[config.mk]
export PLATFORM = sky130hd
export DESIGN_NAME = stopwatch_lap
export DESIGN_NICKNAME = d
export VERILOG_FILES = /design/src/rtl/stopwatch_pkg.sv /design/src/rtl/bcd_digit.sv /design/src/rtl/stopwatch_lap.sv
export SDC_FILE = /design/constraint.sdc
export NUM_CORES = 1
export LEC_CHECK = 0
export BUFFER_PORTS_ARGS = -buffer_cell sky130_fd_sc_hd__buf_2
export CORE_UTILIZATION = 30
export DETAILED_ROUTE_END_ITERATION = 10
export GPL_TIMING_DRIVEN = 0
export PLACE_DENSITY = 0.49
export SYNTH_ARGS = -nofsm -noshare
export SYNTH_HDL_FRONTEND = slang
export SYNTH_SLANG_ARGS = --single-unit
[constraint.sdc]
create_clock -name clk -period 3.5 [get_ports clk]
set_input_delay 1.05 -clock clk [delete_from_list [all_inputs] [get_ports clk]]
set_output_delay 1.05 -clock clk [all_outputs]
set_load 0.005 [all_outputs]
[src/rtl/stopwatch_pkg.sv]
// Shared types and constants for the lap stopwatch: BCD digit type, per-digit
// limits and the split of the minute limit into tens and units.
package stopwatch_pkg;

  typedef logic [3:0] bcd_t;

  localparam int DECI_MAX = 9;
  localparam int SEC0_MAX = 9;
  localparam int SEC1_MAX = 5;
  localparam int MIN0_MAX = 9;

  function automatic bcd_t bcd_tens(input int v);
    return bcd_t'(v / 10);
  endfunction

  function automatic bcd_t bcd_units(input int v);
    return bcd_t'(v % 10);
  endfunction

endpackage

[src/rtl/bcd_digit.sv]
// One enable-chained BCD digit: advances on en, wraps to 0 and raises carry
// on the same cycle when it is enabled at MAX.
module bcd_digit #(
  parameter int MAX = 9
) (
  input  logic       clk,
  input  logic       clr,
  input  logic       en,
  output logic [3:0] out,
  output logic       carry
);

  assign carry = en && (out == 4'(MAX));

  always_ff @(posedge clk) begin
    if (clr) begin
      out <= '0;
    end else if (carry) begin
      out <= '0;
    end else if (en) begin
      out <= out + 4'd1;
    end
  end

endmodule

[src/rtl/stopwatch_lap.sv]
// Stopwatch with tick prescaler, BCD counter chain (tenths..minutes), edge-
// detected start/stop and lap buttons, lap display hold and wrap/saturate.
module stopwatch_lap #(
  parameter int TICK_DIV = 10_000_000,
  parameter int MIN_MAX  = 59,
  parameter int WRAP     = 1
) (
  input  logic       clk,
  input  logic       clr,
  input  logic       start_stop,
  input  logic       lap,
  output logic [3:0] deci,
  output logic [3:0] sec0,
  output logic [3:0] sec1,
  output logic [3:0] min0,
  output logic [3:0] min1,
  output logic       running,
  output logic       lap_hold,
  output logic       ovf
);
  import stopwatch_pkg::*;

  localparam int             PW         = (TICK_DIV > 1) ? $clog2(TICK_DIV) : 1;
  localparam logic [PW-1:0]  PRESC_LAST = PW'(TICK_DIV - 1);
  localparam bcd_t           MIN_TENS   = bcd_tens(MIN_MAX);
  localparam bcd_t           MIN_UNITS  = bcd_units(MIN_MAX);
  localparam logic           SATURATE   = (WRAP == 0);

  logic          ss_p1, lap_p1;
  logic          ss_ev, lap_ev;
  logic [PW-1:0] presc;
  logic          running_r, lap_hold_r, ovf_r;

  bcd_t live_deci, live_sec0, live_sec1, live_min0, live_min1;
  bcd_t lap_deci, lap_sec0, lap_sec1, lap_min0, lap_min1;
  logic c_deci, c_sec0, c_sec1, c_min0, c_min1;

  logic sat, tick, full, min_top, adv, ovf_ev, min_en, min_clr, capture;

  // Stage 0: button edges, tick and overflow decode from pre-edge state
  assign ss_ev   = start_stop && !ss_p1;
  assign lap_ev  = lap && !lap_p1;
  assign sat     = SATURATE && ovf_r;
  assign tick    = running_r && !sat && (presc == PRESC_LAST);
  assign min_top = (live_min1 == MIN_TENS) && (live_min0 == MIN_UNITS);
  assign full    = (live_deci == bcd_t'(DECI_MAX)) && (live_sec0 == bcd_t'(SEC0_MAX)) &&
                   (live_sec1 == bcd_t'(SEC1_MAX)) && min_top;
  assign ovf_ev  = tick && full;
  // In saturate mode the overflow tick itself must not disturb the digits.
  assign adv     = tick && !(SATURATE && full);
  assign min_en  = c_sec1 && !min_top;
  // A tens rollover is unreachable for legal minute values; treating it as a
  // wrap keeps the minute pair bounded no matter what.
  assign min_clr = clr || (ovf_ev && !SATURATE) || c_min1;
  assign capture = lap_ev && !lap_hold_r && running_r;

  always_ff @(posedge clk) begin
    if (clr) begin
      ss_p1      <= 1'b0;
      lap_p1     <= 1'b0;
      presc      <= '0;
      running_r  <= 1'b0;
      lap_hold_r <= 1'b0;
      ovf_r      <= 1'b0;
    end else begin
      ss_p1  <= start_stop;
      lap_p1 <= lap;
      if (running_r && !sat) begin
        presc <= tick ? '0 : presc + PW'(1);
      end
      if (ovf_ev) begin
        ovf_r <= 1'b1;
      end
      if (ovf_ev && SATURATE) begin
        running_r <= 1'b0;
      end else begin
        running_r <= running_r ^ ss_ev;
      end
      if (lap_ev) begin
        if (lap_hold_r) begin
          lap_hold_r <= 1'b0;
        end else if (running_r) begin
          lap_hold_r <= 1'b1;
        end
      end
    end
  end

  // Stage 1: counter chain, every carry resolved within the tick edge
  bcd_digit #(.MAX(DECI_MAX)) u_deci (
    .clk(clk), .clr(clr), .en(adv), .out(live_deci), .carry(c_deci)
  );
  bcd_digit #(.MAX(SEC0_MAX)) u_sec0 (
    .clk(clk), .clr(clr), .en(c_deci), .out(live_sec0), .carry(c_sec0)
  );
  bcd_digit #(.MAX(SEC1_MAX)) u_sec1 (
    .clk(clk), .clr(clr), .en(c_sec0), .out(live_sec1), .carry(c_sec1)
  );
  bcd_digit #(.MAX(MIN0_MAX)) u_min0 (
    .clk(clk), .clr(min_clr), .en(min_en), .out(live_min0), .carry(c_min0)
  );
  bcd_digit #(.MAX(int'(MIN_TENS))) u_min1 (
    .clk(clk), .clr(min_clr), .en(c_min0), .out(live_min1), .carry(c_min1)
  );

  // Stage 1: lap registers hold pre-tick live digits; only shown while held
  always_ff @(posedge clk) begin
    if (capture) begin
      lap_deci <= live_deci;
      lap_sec0 <= live_sec0;
      lap_sec1 <= live_sec1;
      lap_min0 <= live_min0;
      lap_min1 <= live_min1;
    end
  end

  // Stage 2: display mux straight off registers
  assign deci     = lap_hold_r ? lap_deci : live_deci;
  assign sec0     = lap_hold_r ? lap_sec0 : live_sec0;
  assign sec1     = lap_hold_r ? lap_sec1 : live_sec1;
  assign min0     = lap_hold_r ? lap_min0 : live_min0;
  assign min1     = lap_hold_r ? lap_min1 : live_min1;
  assign running  = running_r;
  assign lap_hold = lap_hold_r;
  assign ovf      = ovf_r;

endmodule
# ---- Yosys cells after proc, flatten, opt, wreduce, memory -nomap -nowiden
# Cells that the tools add are included.
dict set report totals {
  register_bits 69
  input_bits 4
  wordCells 64
}
dict set report op_classes {
  n_addsub 6
  n_eq_ne 6
  muxes 8
  bitwise_logic 1
  reduce_logical 27
}
# cell n
set op_table {}
lappend op_table {{24-bit by 1-bit adder with 24-bit output, second input constant} 1}
lappend op_table {{24-bit == test, second input constant} 1}
lappend op_table {{24-bit 2-to-1 mux} 1}
lappend op_table {{4-bit by 1-bit adder with 4-bit output, second input constant} 5}
lappend op_table {{4-bit 2-to-1 mux} 5}
lappend op_table {{1-bit logical AND} 16}
lappend op_table {{4-bit == test, second input constant} 3}
lappend op_table {{2-bit OR reduction} 5}
lappend op_table {{4-bit by 3-bit == test with 1-bit output, second input constant} 2}
lappend op_table {{1-bit logical NOT} 4}
lappend op_table {{1-bit logical OR} 2}
lappend op_table {{1-bit 2-to-1 mux} 2}
lappend op_table {{1-bit bitwise XOR} 1}

# ---- Depth between registers and ports, before layout
dict set report depth {
  word_depth 10
  ltp_mapped 9
  mapped_depth_nobuf 7
}

# ---- By module
# From an unflattened synthesis, not the netlist that was laid out.
dict set report unflattened {
  hier_cells 315
  hier_area_um2 3323.2
}
# mod n_inst cells_each area_per_inst_um2 seq_area_each_um2
set by_module_without_submodules {}
lappend by_module_without_submodules {stopwatch_lap 1 212 2304.7 1181.1}
lappend by_module_without_submodules {{bcd_digit at u_deci ...} 3 19 197.7 80.1}
lappend by_module_without_submodules {{bcd_digit at u_min1 ...} 2 23 212.7 80.1}

# ---- Worst setup path before layout
# OpenSTA, ideal clock, no wires.
dict set report synth_timing {
  path_type {input-to-reg}
  from {input lap}
  to {register lap_deci[0], enable pin}
  t_arrival_ns 2.694
  required_time_ns 3.071
  path_slack_ns 0.377
  cell_stages 2
  path_cell_list {nand2b_1 > nor3b_1}
}
dict set report synth_via {
  elab_chain_len 3
}
# item line_no
set synth_rtl {}
lappend synth_rtl {{from (decl)} stopwatch_lap.sv:11} ;# input logic lap,
lappend synth_rtl {{1-bit logical AND} stopwatch_lap.sv:42} ;# assign lap_ev = lap && !lap_p1;
lappend synth_rtl {{1-bit logical AND (2 in series)} stopwatch_lap.sv:55} ;# assign capture = lap_ev && !lap_hold_r && running_r;
lappend synth_rtl {{via capture} stopwatch_lap.sv:38} ;# logic sat, tick, full, min_top, adv, ovf_ev, min_en, min_clr, capture;
lappend synth_rtl {{to (signal assigned)} stopwatch_lap.sv:109} ;# lap_deci <= live_deci;
lappend synth_rtl {{to (decl)} stopwatch_lap.sv:35} ;# bcd_t lap_deci, lap_sec0, lap_sec1, lap_min0, lap_min1;
# The timed path passes the listed nets, and every way through them passes these cells.
# A chain may end at the register's enable or synchronous reset.

# ---- Final worst setup path
dict set report layout_timing {
  from {register lap_hold_r (netlist: lap_hold)}
  to {output deci[2]}
}
dict set report layout_via {
  elab_chain_len 1
}
# item line_no
set layout_rtl {}
lappend layout_rtl {{from (decl)} stopwatch_lap.sv:32} ;# logic running_r, lap_hold_r, ovf_r;
lappend layout_rtl {{from (signal assigned)} stopwatch_lap.sv:63} ;# lap_hold_r <= 1'b0;
lappend layout_rtl {{from (signal assigned)} stopwatch_lap.sv:81} ;# lap_hold_r <= 1'b0;
lappend layout_rtl {{from (signal assigned)} stopwatch_lap.sv:83} ;# lap_hold_r <= 1'b1;
lappend layout_rtl {{4-bit 2-to-1 mux} stopwatch_lap.sv:118} ;# assign deci = lap_hold_r ? lap_deci : live_deci;
lappend layout_rtl {{to (decl)} stopwatch_lap.sv:12} ;# output logic [3:0] deci,
# No other way between the ends.

==> out/qor.yml <==
die_area_mm2: 0.01106
cts.htree.levels: 3
syn_nets: 331
yosysUniqueCellTypes: 41
fp.dieH_um: 105.1
gr-total-overflow: 0
mostFrequentLayoutCells: "dfxtp_1, nor2_1, buf_2"
fp-row-count: 37
final_common_cell: "dfxtp_1"
synthToLayoutAreaGrowth_pct: 17.40
post_cts_buffers: 0
routed_via_density: 4.779
combinationalPowerShare_pct: 3.5
fillers: 1076
ctsHoldBuffers: 0
grt_pass1_vias: 2363
power.density_mw_per_mm2: 447.7
wl_um: 6798
portBuffers: 25
hold_class: "reg -> reg"
pre_cts_ws_ns: 0.4334
final_nets: 368
power.leakage_nw: 1.384
post-route-period-util_pct: 90.52
status: "finished, final reports clean"
slowest_delay_ns: 0.51
cts_tree: "yes"
fmax_mhz: 315.6
vias: 2361
path_max_fanout: 10
ctsRootBufferMaster: "clkbuf_8"
ys_ff_latch: 69
seq_area_frac_synth_pct: 49.55
maxCapViolCount: 0
groute.usage.overall_pct: 13.53
clk-insertion-delay-late_ns: 0.35
routedWlPerCell_um: 13.76
crit_slowest_cell: "clkbuf_1"
end_kind: "primary output"
rsz0062_at_grt: "no"
p_int_w: 0.001329
drtPass1Iterations: 4
irDropWorstVdd_v: 0.0001624
place_congestion: 0.7254
synthCells: 316
clk_pin_slew_worst_paths_ns: 0.07
p_seq_share_pct: 49.8
clock-sinks: 69
setup_ws_ns: 0.3319
crit_family: "buffers and inverters"
drc: 0
p_switching_w: 0.0003488
slew_headroom_pct: 34.97
hold_viol_final: 0
start_util_pct: 30.92
worstMarginPinSlew_ns: 0.9712
clkPwrFrac_pct: 46.6
syn_area_mm2: 0.003192
synth_warnings: 0
switching_share_pct: 20.79
ios: 27
grt_pass1_wl_um: 11660
die_x_um: 105.1
grt_antenna_before_repair: 0
cp.buffers_inverters: 3
critPathKind: "reg -> out"
largest_reg_flops: 24
hpwl_um: 4730
cp.required_ns: 2.45
path_cells: "clkbuf_1, clkbuf_2, mux2_2, buf_2"
setup_viol: 0
finalClockSkew_ns: 0.01868
finalPower_w: 0.001678
regMostFlops: "presc"
antenna_cells: 0
cts_max_path_buffers: 2
cts_inserted_buffers: 9
finalMaxSlewViolations: 0
first_iter_violations: 93
drive_above_1_share_pct: 18.99
core_mm2: 0.01032
grt_max_degree: 13
start_kind: "register"
drt.antenna.violating_nets: 0
worstPathArrival_ns: 2.12
period_needed_ns: 3.168
syn_area_per_cell_um2: 10.10
[layout make-up]
cell class	count	area (um^2)	area share [%]
Clock buffer	10	127.6	3.406
Buffer	16	68.82	1.836
Multi-Input combinational cell	222	1514	40.40
Tap cell	136	170.2	4.541
Clock inverter	6	111.4	2.972
Inverter	9	33.78	0.9015
Sequential cell	69	1582	42.20
Timing Repair Buffer	26	140.1	3.740
[timing repair]
| item | CTS | global route |
|---|---|---|
| endpoints found under the hold margin | 0 | 0 |
| setup endpoints to repair | 0 | 9 |
| resized for setup | 0 | 2 |
[power groups by stage]
stage	Clock, W	Combinational (W)	Sequential (W)
after floorplan	0	0.0000370	0.000854
after global placement	0	0.0000584	0.000855
after detailed placement	0	0.0000614	0.000855
after CTS	0.000807	0.0000617	0.000836
after global routing	0.000836	0.0000664	0.000838
final	0.000782	0.0000594	0.000836
[path summary, 6_finish.rpt]
path	from	endpoint	slack (ns)	depth (start not counted)
worst min-delay path	ovf$_SDFFE_PP0P_	ovf$_SDFFE_PP0P_	0.50	2
worst max-delay path	lap_hold$_SDFFE_PP0P_	deci[2]	0.33	4
worst min register to register	ovf$_SDFFE_PP0P_	ovf$_SDFFE_PP0P_	0.50	2
worst max register to register	u_deci.out[0]$_SDFFE_PP0N_	u_sec1.out[1]$_SDFFE_PP0N_	1.06	6
[through the flow]
stage               util (%)  std cells  setup TNS [ns]  instance area, um^2  hold slack [ns]
finish                 36.30        494               0                 3747           0.5021
global route           36.30        494               0                 3747           0.5228
CTS                    36.29        494               0                 3746           0.5042
detailed placement     33.97        478               0                 3507           0.4859
global placement       33.78        477          -16.09                 3487           0.4630
floorplan                  -        316               0                 3192           0.4500
[layer usage]
layer / routed length [um] / vias up / GRT usage (%)
met2: 3294 / 24 / 22.66
li1: - / 1203 / -
met5: 0 / - / 0
met1: 3240 / 1127 / 16.63
met4: 78 / 0 / 5.131
met3: 183 / 7 / 3.493
[cells by family after synthesis]
family / share of synthesized area [%]
compound gates: 6.743
flops: 49.55
xor+xnor: 7.135
mux: 5.998
fa+ha+maj: 4.312
buf+inv: 3.175
simple gates: 23.09
[tightest hold or removal path, delay by kind of cell, from the launching register on]
family	cells	cell delay, ns
flops	1	0.34
compound gates	1	0.04
simple gates	1	0.09
[cell usage after synthesis (all sizes together)]
cell type,number,area share [%]
dfxtp,49,31
nor2,28,3.3
xor2,21,5.8
edfxtp,20,19
mux2,17,6.0
o21ai,17,2.7
nand2,16,1.9
a21oi,15,2.4
nand3,14,2.2
clkbuf,13,1.6
nand4,13,2.5
ha,11,4.3
or3,10,2.0
inv,9,1.1
nor3,9,1.6
and3,7,1.4
nand2b,5,0.98
xnor2,5,1.4
and4,4,1.1
nor2b,4,0.78
a211oi,3,0.71
buf,3,0.55
nand3b,3,0.71
or4,3,0.71
and2,2,0.39
and3b,2,0.55
nand4b,2,0.55
nor4,2,0.86
a21o,1,0.24
a311oi,1,0.27
a41oi,1,0.27
and4b,1,0.31
and4bb,1,0.39
nand4bb,1,0.51
nor3b,1,0.24
o31ai,1,0.24
or2,1,0.20
(Power assumes the default switching activity.)
